==> config.mk <==
export PLATFORM = sky130hd
export DESIGN_NAME = conv_c1w4h4_seq_ctrl
export DESIGN_NICKNAME = d
export VERILOG_FILES = /design/src/rtl/conv_seq_pkg.sv /design/src/rtl/conv_mac_unit.sv /design/src/rtl/conv_c1w4h4_seq_ctrl.sv
export SDC_FILE = /design/constraint.sdc
export NUM_CORES = 1
export LEC_CHECK = 0
export ABC_AREA = 1
export CORE_MARGIN = 5
export CORE_UTILIZATION = 57
export DETAILED_ROUTE_END_ITERATION = 8
export GPL_TIMING_DRIVEN = 0
export PLACE_DENSITY = 0.77
export SYNTH_ARGS = -nofsm -noshare
export SYNTH_HDL_FRONTEND = slang
export SYNTH_SLANG_ARGS = --single-unit
==> constraint.sdc <==
create_clock -name clk_en -period 6.7 [get_ports clk_en]
set_input_delay 1.005 -clock clk_en [delete_from_list [all_inputs] [get_ports clk_en]]
set_output_delay 1.005 -clock clk_en [all_outputs]
set_load 0.01 [all_outputs]
==> src/rtl/conv_seq_pkg.sv <==
// Shared constants, state encoding and saturation helper for the sequential
// 4x4 / 2x2 convolution controller.
package conv_seq_pkg;

  localparam int DW_DEFAULT   = 8;
  localparam int ACCW_DEFAULT = 2 * DW_DEFAULT + 3;

  localparam int IMG_W  = 4;
  localparam int K_W    = 2;
  localparam int OUT_W  = 3;
  localparam int N_TAPS = 4;
  localparam int N_CFG  = 5;

  typedef enum logic [2:0] {
    S_IDLE    = 3'd0,
    S_LOAD_W  = 3'd1,
    S_LOAD_X  = 3'd2,
    S_COMPUTE = 3'd3,
    S_DRAIN   = 3'd4
  } state_e;

  // Clamp a wide signed value into the signed range of a dw-bit word.
  function automatic logic signed [63:0] sat_to(input logic signed [63:0] v, input int dw);
    logic signed [63:0] hi;
    logic signed [63:0] lo;
    hi = (64'sd1 <<< (dw - 32'sd1)) - 64'sd1;
    lo = -hi - 64'sd1;
    if (v > hi) begin
      return hi;
    end else if (v < lo) begin
      return lo;
    end else begin
      return v;
    end
  endfunction

endpackage

==> src/rtl/conv_mac_unit.sv <==
// Registered signed multiply-accumulate; load_bias restarts the sum from the
// sign-extended bias instead of the held accumulator.
module conv_mac_unit
  import conv_seq_pkg::*;
#(
  parameter int DW   = DW_DEFAULT,
  parameter int ACCW = ACCW_DEFAULT
) (
  input  logic                   clk,
  input  logic                   rst,
  input  logic                   en,
  input  logic                   load_bias,
  input  logic signed [DW-1:0]   bias,
  input  logic signed [DW-1:0]   a,
  input  logic signed [DW-1:0]   b,
  output logic signed [ACCW-1:0] acc_next
);

  logic signed [2*DW-1:0] prod_s;
  logic signed [ACCW-1:0] base_s;
  logic signed [ACCW-1:0] acc_r;

  // Next accumulator value, exposed so the caller can register the final sum.
  always_comb begin
    prod_s = a * b;
    if (load_bias) begin
      base_s = ACCW'(bias);
    end else begin
      base_s = acc_r;
    end
    acc_next = base_s + ACCW'(prod_s);
  end

  // Accumulator register.
  always_ff @(posedge clk) begin
    if (rst) begin
      acc_r <= '0;
    end else if (en) begin
      acc_r <= acc_next;
    end else begin
      acc_r <= acc_r;
    end
  end

endmodule

==> src/rtl/conv_c1w4h4_seq_ctrl.sv <==
// Sequential 4x4 input / 2x2 kernel convolution: buffers a frame, then walks
// 9 positions x 4 taps through one MAC. Define CONV_SEQ_RELU_EN for ReLU output.
module conv_c1w4h4_seq_ctrl
  import conv_seq_pkg::*;
#(
  parameter int DW   = DW_DEFAULT,
  parameter int ACCW = ACCW_DEFAULT
) (
  input  logic                 clk_en,
  input  logic                 rst_n,
  input  logic                 cfg_valid,
  output logic                 cfg_ready,
  input  logic signed [DW-1:0] cfg_data,
  input  logic                 in_valid,
  output logic                 in_ready,
  input  logic signed [DW-1:0] in_data,
  output logic                 out_valid,
  input  logic                 out_ready,
  output logic signed [DW-1:0] out_data,
  output logic                 out_last,
  output logic                 w_loaded,
  output logic                 busy,
  output logic                 done
);

  localparam logic [2:0] IDLE    = S_IDLE;
  localparam logic [2:0] LOAD_W  = S_LOAD_W;
  localparam logic [2:0] LOAD_X  = S_LOAD_X;
  localparam logic [2:0] COMPUTE = S_COMPUTE;
  localparam logic [2:0] DRAIN   = S_DRAIN;

  logic [2:0]           state_r;
  logic [3:0]           cnt_r;
  logic [1:0]           row_r;
  logic [1:0]           col_r;
  logic [1:0]           tap_r;
  logic                 w_loaded_r;
  logic signed [DW-1:0] cfg_r [N_CFG];
  logic signed [DW-1:0] pix_r [IMG_W*IMG_W];

  logic signed [DW-1:0] out_data_r;
  logic                 out_valid_r;
  logic                 out_last_r;
  logic                 done_r;

  logic                   cfg_ready_s;
  logic                   in_ready_s;
  logic                   cfg_fire_s;
  logic                   in_fire_s;
  logic                   out_fire_s;
  logic                   stall_s;
  logic                   mac_en_s;
  logic                   last_pos_s;
  logic [1:0]             rr_s;
  logic [1:0]             cc_s;
  logic signed [DW-1:0]   pix_s;
  logic signed [DW-1:0]   wgt_s;
  logic signed [ACCW-1:0] acc_next_s;
  logic signed [DW-1:0]   sat_s;
  logic signed [DW-1:0]   res_s;

  // Handshake readiness per state; both forced low while reset is held.
  always_comb begin
    cfg_ready_s = 1'b0;
    in_ready_s  = 1'b0;
    case (state_r)
      IDLE: begin
        cfg_ready_s = 1'b1;
        in_ready_s  = w_loaded_r & ~cfg_valid;
      end
      LOAD_W:  cfg_ready_s = 1'b1;
      LOAD_X:  in_ready_s  = 1'b1;
      default: begin
        cfg_ready_s = 1'b0;
        in_ready_s  = 1'b0;
      end
    endcase
    if (rst_n) begin
      cfg_ready_s = 1'b0;
      in_ready_s  = 1'b0;
    end else begin
      cfg_ready_s = cfg_ready_s;
      in_ready_s  = in_ready_s;
    end
  end

  // Tap operand selection and stall decision; a position may only start once
  // the previous result has left the output register.
  always_comb begin
    cfg_fire_s = cfg_valid & cfg_ready_s;
    in_fire_s  = in_valid & in_ready_s;
    out_fire_s = out_valid_r & out_ready;
    stall_s    = (tap_r == 2'd0) & out_valid_r & ~out_ready;
    mac_en_s   = (state_r == COMPUTE) & ~stall_s;
    last_pos_s = (row_r == 2'd2) & (col_r == 2'd2);
    rr_s       = row_r + {1'b0, tap_r[1]};
    cc_s       = col_r + {1'b0, tap_r[0]};
    pix_s      = pix_r[{rr_s, cc_s}];
    wgt_s      = cfg_r[{1'b0, tap_r}];
  end

  conv_mac_unit #(
    .DW   (DW),
    .ACCW (ACCW)
  ) u_mac (
    .clk       (clk_en),
    .rst       (rst_n),
    .en        (mac_en_s),
    .load_bias (tap_r == 2'd0),
    .bias      (cfg_r[3'd4]),
    .a         (pix_s),
    .b         (wgt_s),
    .acc_next  (acc_next_s)
  );

  // Result formatting: saturate, optionally rectify.
  always_comb begin
    sat_s = DW'(sat_to(64'(acc_next_s), DW));
`ifdef CONV_SEQ_RELU_EN
    if (sat_s[DW-1]) begin
      res_s = '0;
    end else begin
      res_s = sat_s;
    end
`else
    res_s = sat_s;
`endif
  end

  // Control FSM, stream capture and position/tap walk.
  always_ff @(posedge clk_en) begin
    if (rst_n) begin
      state_r    <= IDLE;
      cnt_r      <= 4'd0;
      row_r      <= 2'd0;
      col_r      <= 2'd0;
      tap_r      <= 2'd0;
      w_loaded_r <= 1'b0;
      for (int i = 0; i < N_CFG; i++) cfg_r[i] <= '0;
      for (int i = 0; i < IMG_W * IMG_W; i++) pix_r[i] <= '0;
    end else begin
      case (state_r)
        IDLE: begin
          if (cfg_fire_s) begin
            cfg_r[0]   <= cfg_data;
            cnt_r      <= 4'd1;
            w_loaded_r <= 1'b0;
            state_r    <= LOAD_W;
          end else if (in_fire_s) begin
            pix_r[0] <= in_data;
            cnt_r    <= 4'd1;
            state_r  <= LOAD_X;
          end
        end
        LOAD_W: begin
          if (cfg_fire_s) begin
            cfg_r[cnt_r[2:0]] <= cfg_data;
            if (cnt_r == 4'd4) begin
              cnt_r      <= 4'd0;
              w_loaded_r <= 1'b1;
              state_r    <= IDLE;
            end else begin
              cnt_r <= cnt_r + 4'd1;
            end
          end
        end
        LOAD_X: begin
          if (in_fire_s) begin
            pix_r[cnt_r] <= in_data;
            if (cnt_r == 4'd15) begin
              cnt_r   <= 4'd0;
              row_r   <= 2'd0;
              col_r   <= 2'd0;
              tap_r   <= 2'd0;
              state_r <= COMPUTE;
            end else begin
              cnt_r <= cnt_r + 4'd1;
            end
          end
        end
        COMPUTE: begin
          if (mac_en_s) begin
            tap_r <= tap_r + 2'd1;
            if (tap_r == 2'd3) begin
              if (last_pos_s) begin
                state_r <= DRAIN;
              end else if (col_r == 2'd2) begin
                col_r <= 2'd0;
                row_r <= row_r + 2'd1;
              end else begin
                col_r <= col_r + 2'd1;
              end
            end
          end
        end
        DRAIN: begin
          if (out_fire_s) begin
            state_r <= IDLE;
          end
        end
        default: state_r <= IDLE;
      endcase
    end
  end

  // Output stream register and completion pulse.
  always_ff @(posedge clk_en) begin
    if (rst_n) begin
      out_data_r  <= '0;
      out_valid_r <= 1'b0;
      out_last_r  <= 1'b0;
      done_r      <= 1'b0;
    end else begin
      done_r <= (state_r == DRAIN) & out_fire_s & out_last_r;
      if (mac_en_s && (tap_r == 2'd3)) begin
        out_data_r  <= res_s;
        out_valid_r <= 1'b1;
        out_last_r  <= last_pos_s;
      end else if (out_fire_s) begin
        out_valid_r <= 1'b0;
        out_last_r  <= 1'b0;
      end
    end
  end

  assign cfg_ready = cfg_ready_s;
  assign in_ready  = in_ready_s;
  assign out_valid = out_valid_r;
  assign out_data  = out_data_r;
  assign out_last  = out_last_r;
  assign w_loaded  = w_loaded_r;
  assign busy      = (state_r != IDLE);
  assign done      = done_r;

endmodule
==> metrics.md <==
| Metric | Value |
|---|---|
| Final period utilization | `98.7%` |
| Final Max Slew Viols | `0` |
| Final Setup Violations | `0` |
| DRT Pass-1 Iters | `6` |
| CTS tree | `done` |
| CP Launch Type | `flip-flop` |
| Yosys cell types | `51` |
| Clk Latency, worst-skew pair | `530 ps` |
| Max Clk Rate | `151 MHz` |
| Reg area | `0.00597 mm²` |
| Root buf cell | `clkbuf_16` |
| Vias after detailed routing | `10.9k` |
| Worst Tran Pin Value | `891 ps` |
| Gr usage total | `26.7%` |
| # rows | `56` |
| Worst-path clk slew | `60 ps` |
| Inserted Diodes | `0` |
| Number of flops mapped to enable cells by yosys | `168` |
| Outcome | `finished clean` |
| PortBufs | `34` |
| Initial antenna violation count | `0` |
| DR iter-0 viols | `1342` |
| CP Max Fanout | `7` |
| CTS max path bufs | `3` |
| FFs w/ async S/R, synth | `0%` |
| Die footprint | `0.0269 mm²` |
| DR vias/cell | `5.77` |
| First-pass GRT wire length | `55.7 mm` |
| Flop and latch count out of synthesis | `214` |
| Share of cells above drive strength 1 | `16.8%` |
| Area of the multi-input gates | `0.00724 mm²` |
| Cts bufs inserted | `22` |
| Largest net degree at the start of global routing | `15` |
| Hold crit path type | `reg2reg` |
| DRT Wirelength | `36.9 mm` |
| Relative slew slack | `40.6%` |
| CP arrival | `7000 ps` |
| GRT overflow | `0` |
| Seq/Total Area, Yosys | `44.1%` |
| Skew final | `40.5 ps` |
| Mapped Cells | `1469` |
| RePlAce Congestion | `0.919` |
| Final core occ | `68.7%` |
| CTS H-tree depth | `1` |
| Crit path largest cell delay | `520 ps` |
| Filler cell count | `1726` |
| Area growth, synth to finish | `18.8%` |
| Syn avg cell area | `9.22 µm²` |
| Initial Util | `57.9%` |
| IO Pins | `36` |
| Synthesized cell area | `0.0135 mm²` |
| Die Ht | `164 µm` |
| DRC | `0` |
| Final hold vios | `0` |
| YS warnings | `0` |
| Core box area | `0.0234 mm²` |
| DR WL/cell | `19.5 µm` |
| Post-synth top flop | `edfxtp_1` |
| Syn_nets | `1627` |
| Worst Setup End Kind | `flip-flop` |
| Clock Sink Count | `214` |
| Post-route ant nets | `0` |
| Maxcap violations | `0` |
| # nets final | `1715` |
| Hpwl dp | `25.8 mm` |
| Setup Crit Path Kind | `reg2reg` |
| Vias in the first global route | `10.5k` |
| Die width | `164 µm` |
| CP max-delay cell | `fa_1` |
| Min Tclk post-route | `6610 ps` |
| Worst EP required | `7090 ps` |
-- synthesized netlist by cell type (5+ instances only) --
| cell type | number | area share [%] |
|---|---|---|
| a21oi_1 | 42 | 1.6 |
| a32oi_1 | 6 | 0.39 |
| buf_2 | 12 | 0.44 |
| clkbuf_1 | 27 | 0.75 |
| dfxtp_1 | 46 | 6.8 |
| edfxtp_1 | 168 | 37 |
| fa_1 | 85 | 13 |
| ha_1 | 52 | 4.8 |
| inv_1 | 194 | 5.4 |
| inv_2 | 14 | 0.39 |
| mux2i_1 | 40 | 3.0 |
| nand2_1 | 207 | 5.7 |
| nand2_2 | 21 | 0.97 |
| nand3_1 | 36 | 1.3 |
| nand4_1 | 12 | 0.55 |
| nor2_1 | 318 | 8.8 |
| nor2_2 | 6 | 0.28 |
| nor3_1 | 5 | 0.18 |
| o211ai_1 | 14 | 0.78 |
| o21ai_0 | 70 | 2.6 |
| o21ai_2 | 5 | 0.32 |
| o21bai_1 | 8 | 0.44 |
| o22ai_1 | 6 | 0.28 |
| or2_2 | 18 | 0.83 |
| xnor2_1 | 5 | 0.32 |
-- state kept, by name, summed over array words and instances, names as in the netlist, named ones only --
| name | cells |
|---|---|
| out_last | 1 |
| w_loaded | 1 |
| state_r | 3 |
| done | 1 |
| pix_r | 128 |
| row_r | 2 |
| cnt_r | 4 |
| cfg_r | 40 |
| out_data | 8 |
| u_mac.acc_r | 19 |
| col_r | 2 |
| out_valid | 1 |
| tap_r | 2 |
-- path summary, 6_finish.rpt --
path                         start                  endpoint  depth (start not counted)  slack [ps]
min reg2reg  out_last$_SDFFE_PP0P_           done$_SDFF_PP0_                          2         490
max reg2reg  tap_r[0]$_SDFFE_PP0P_  out_data[1]$_SDFFE_PP0P_                         32          90
max          tap_r[0]$_SDFFE_PP0P_  out_data[1]$_SDFFE_PP0P_                         32          90
min          out_last$_SDFFE_PP0P_           done$_SDFF_PP0_                          2         490
-- metrics by stage --
stage	std cells	instance area, µm²	hold WS [ps]	worst slack [ps]	TNS (ps)
after floorplan	1469	13500	462	506	0
after global placement	1822	14300	475	-965	-10220
after detailed placement	1822	14300	475	-1030	-11240
after CTS	1877	15300	493	7.82	0
after global routing	1892	16100	520	-157	-1000
final	1892	16100	493	90.0	0
-- layout by cell type, fill, tap and decap left out, drive strengths merged, types with 19 or more instances in the layout --
| cell | count |
|---|---|
| nor2 | 328 |
| nand2 | 230 |
| inv | 205 |
| edfxtp | 168 |
| fa | 85 |
| o21ai | 76 |
| clkbuf | 56 |
| ha | 52 |
| buf | 47 |
| dfxtp | 46 |
| a21oi | 45 |
| mux2i | 40 |
| nand3 | 36 |
| clkdlybuf4s50 | 34 |
| or2 | 19 |
-- kinds of logic (layout without fill, tap and decap cells) --
| family | count (synthesis) | after routing | synth area share [%] |
|---|---|---|---|
| buffers and inverters | 255 | 359 | 7.35 |
| muxes | 41 | 41 | 3.04 |
| AOI/OAI and AO/OA | 177 | 177 | 7.91 |
| and+or+nand+nor | 636 | 636 | 19.6 |
| DFF | 214 | 214 | 44.1 |
| xor gates and xnor gates | 9 | 9 | 0.693 |
| adders and majority gates | 137 | 137 | 17.4 |
-- metal layers --
| layer | up-vias | part of all wire (%) | GRT usage (%) |
|---|---|---|---|
| met5 | - | 0 | 0 |
| met2 | 607 | 47 | 42.0 |
| met3 | 89 | 10 | 4.44 |
| met4 | 0 | 2.8 | 7.09 |
| met1 | 5281 | 40 | 38.7 |
| li1 | 4944 | - | - |
-- final cells by class --
class	instances	share of cell area (%)
repair buffers	64	3.97
multi-input cells	1000	45.0
clock buffers	27	3.66
well taps	319	2.48
flip-flops and latches	214	37.1
inverters	209	4.97
plain buffers	46	2.20
clock inverters	13	0.576
-- worst max-delay path, delay by kind of cell, from the launching register on --
family                   cells  cell delay (ps)
buffers and inverters        7             1060
XOR/XNOR                     1              210
AND/OR/NAND/NOR             13             1520
AO/OA/AOI/OAI                4              550
adder cells (fa/ha/maj)      7             2800
flip-flops                   1              360
-- repair_timing --
item / CTS / global route
gates cloned: 0 / 3
pin swaps: 9 / 50
endpoints found under the setup margin: 19 / 10
setup buffers: 15 / 12
resized for setup: 59 / 133
hold buffers: 0 / 0
Power is not shown: default switching activity piles up to over one toggle a cycle in this logic, so the estimate is an artifact.
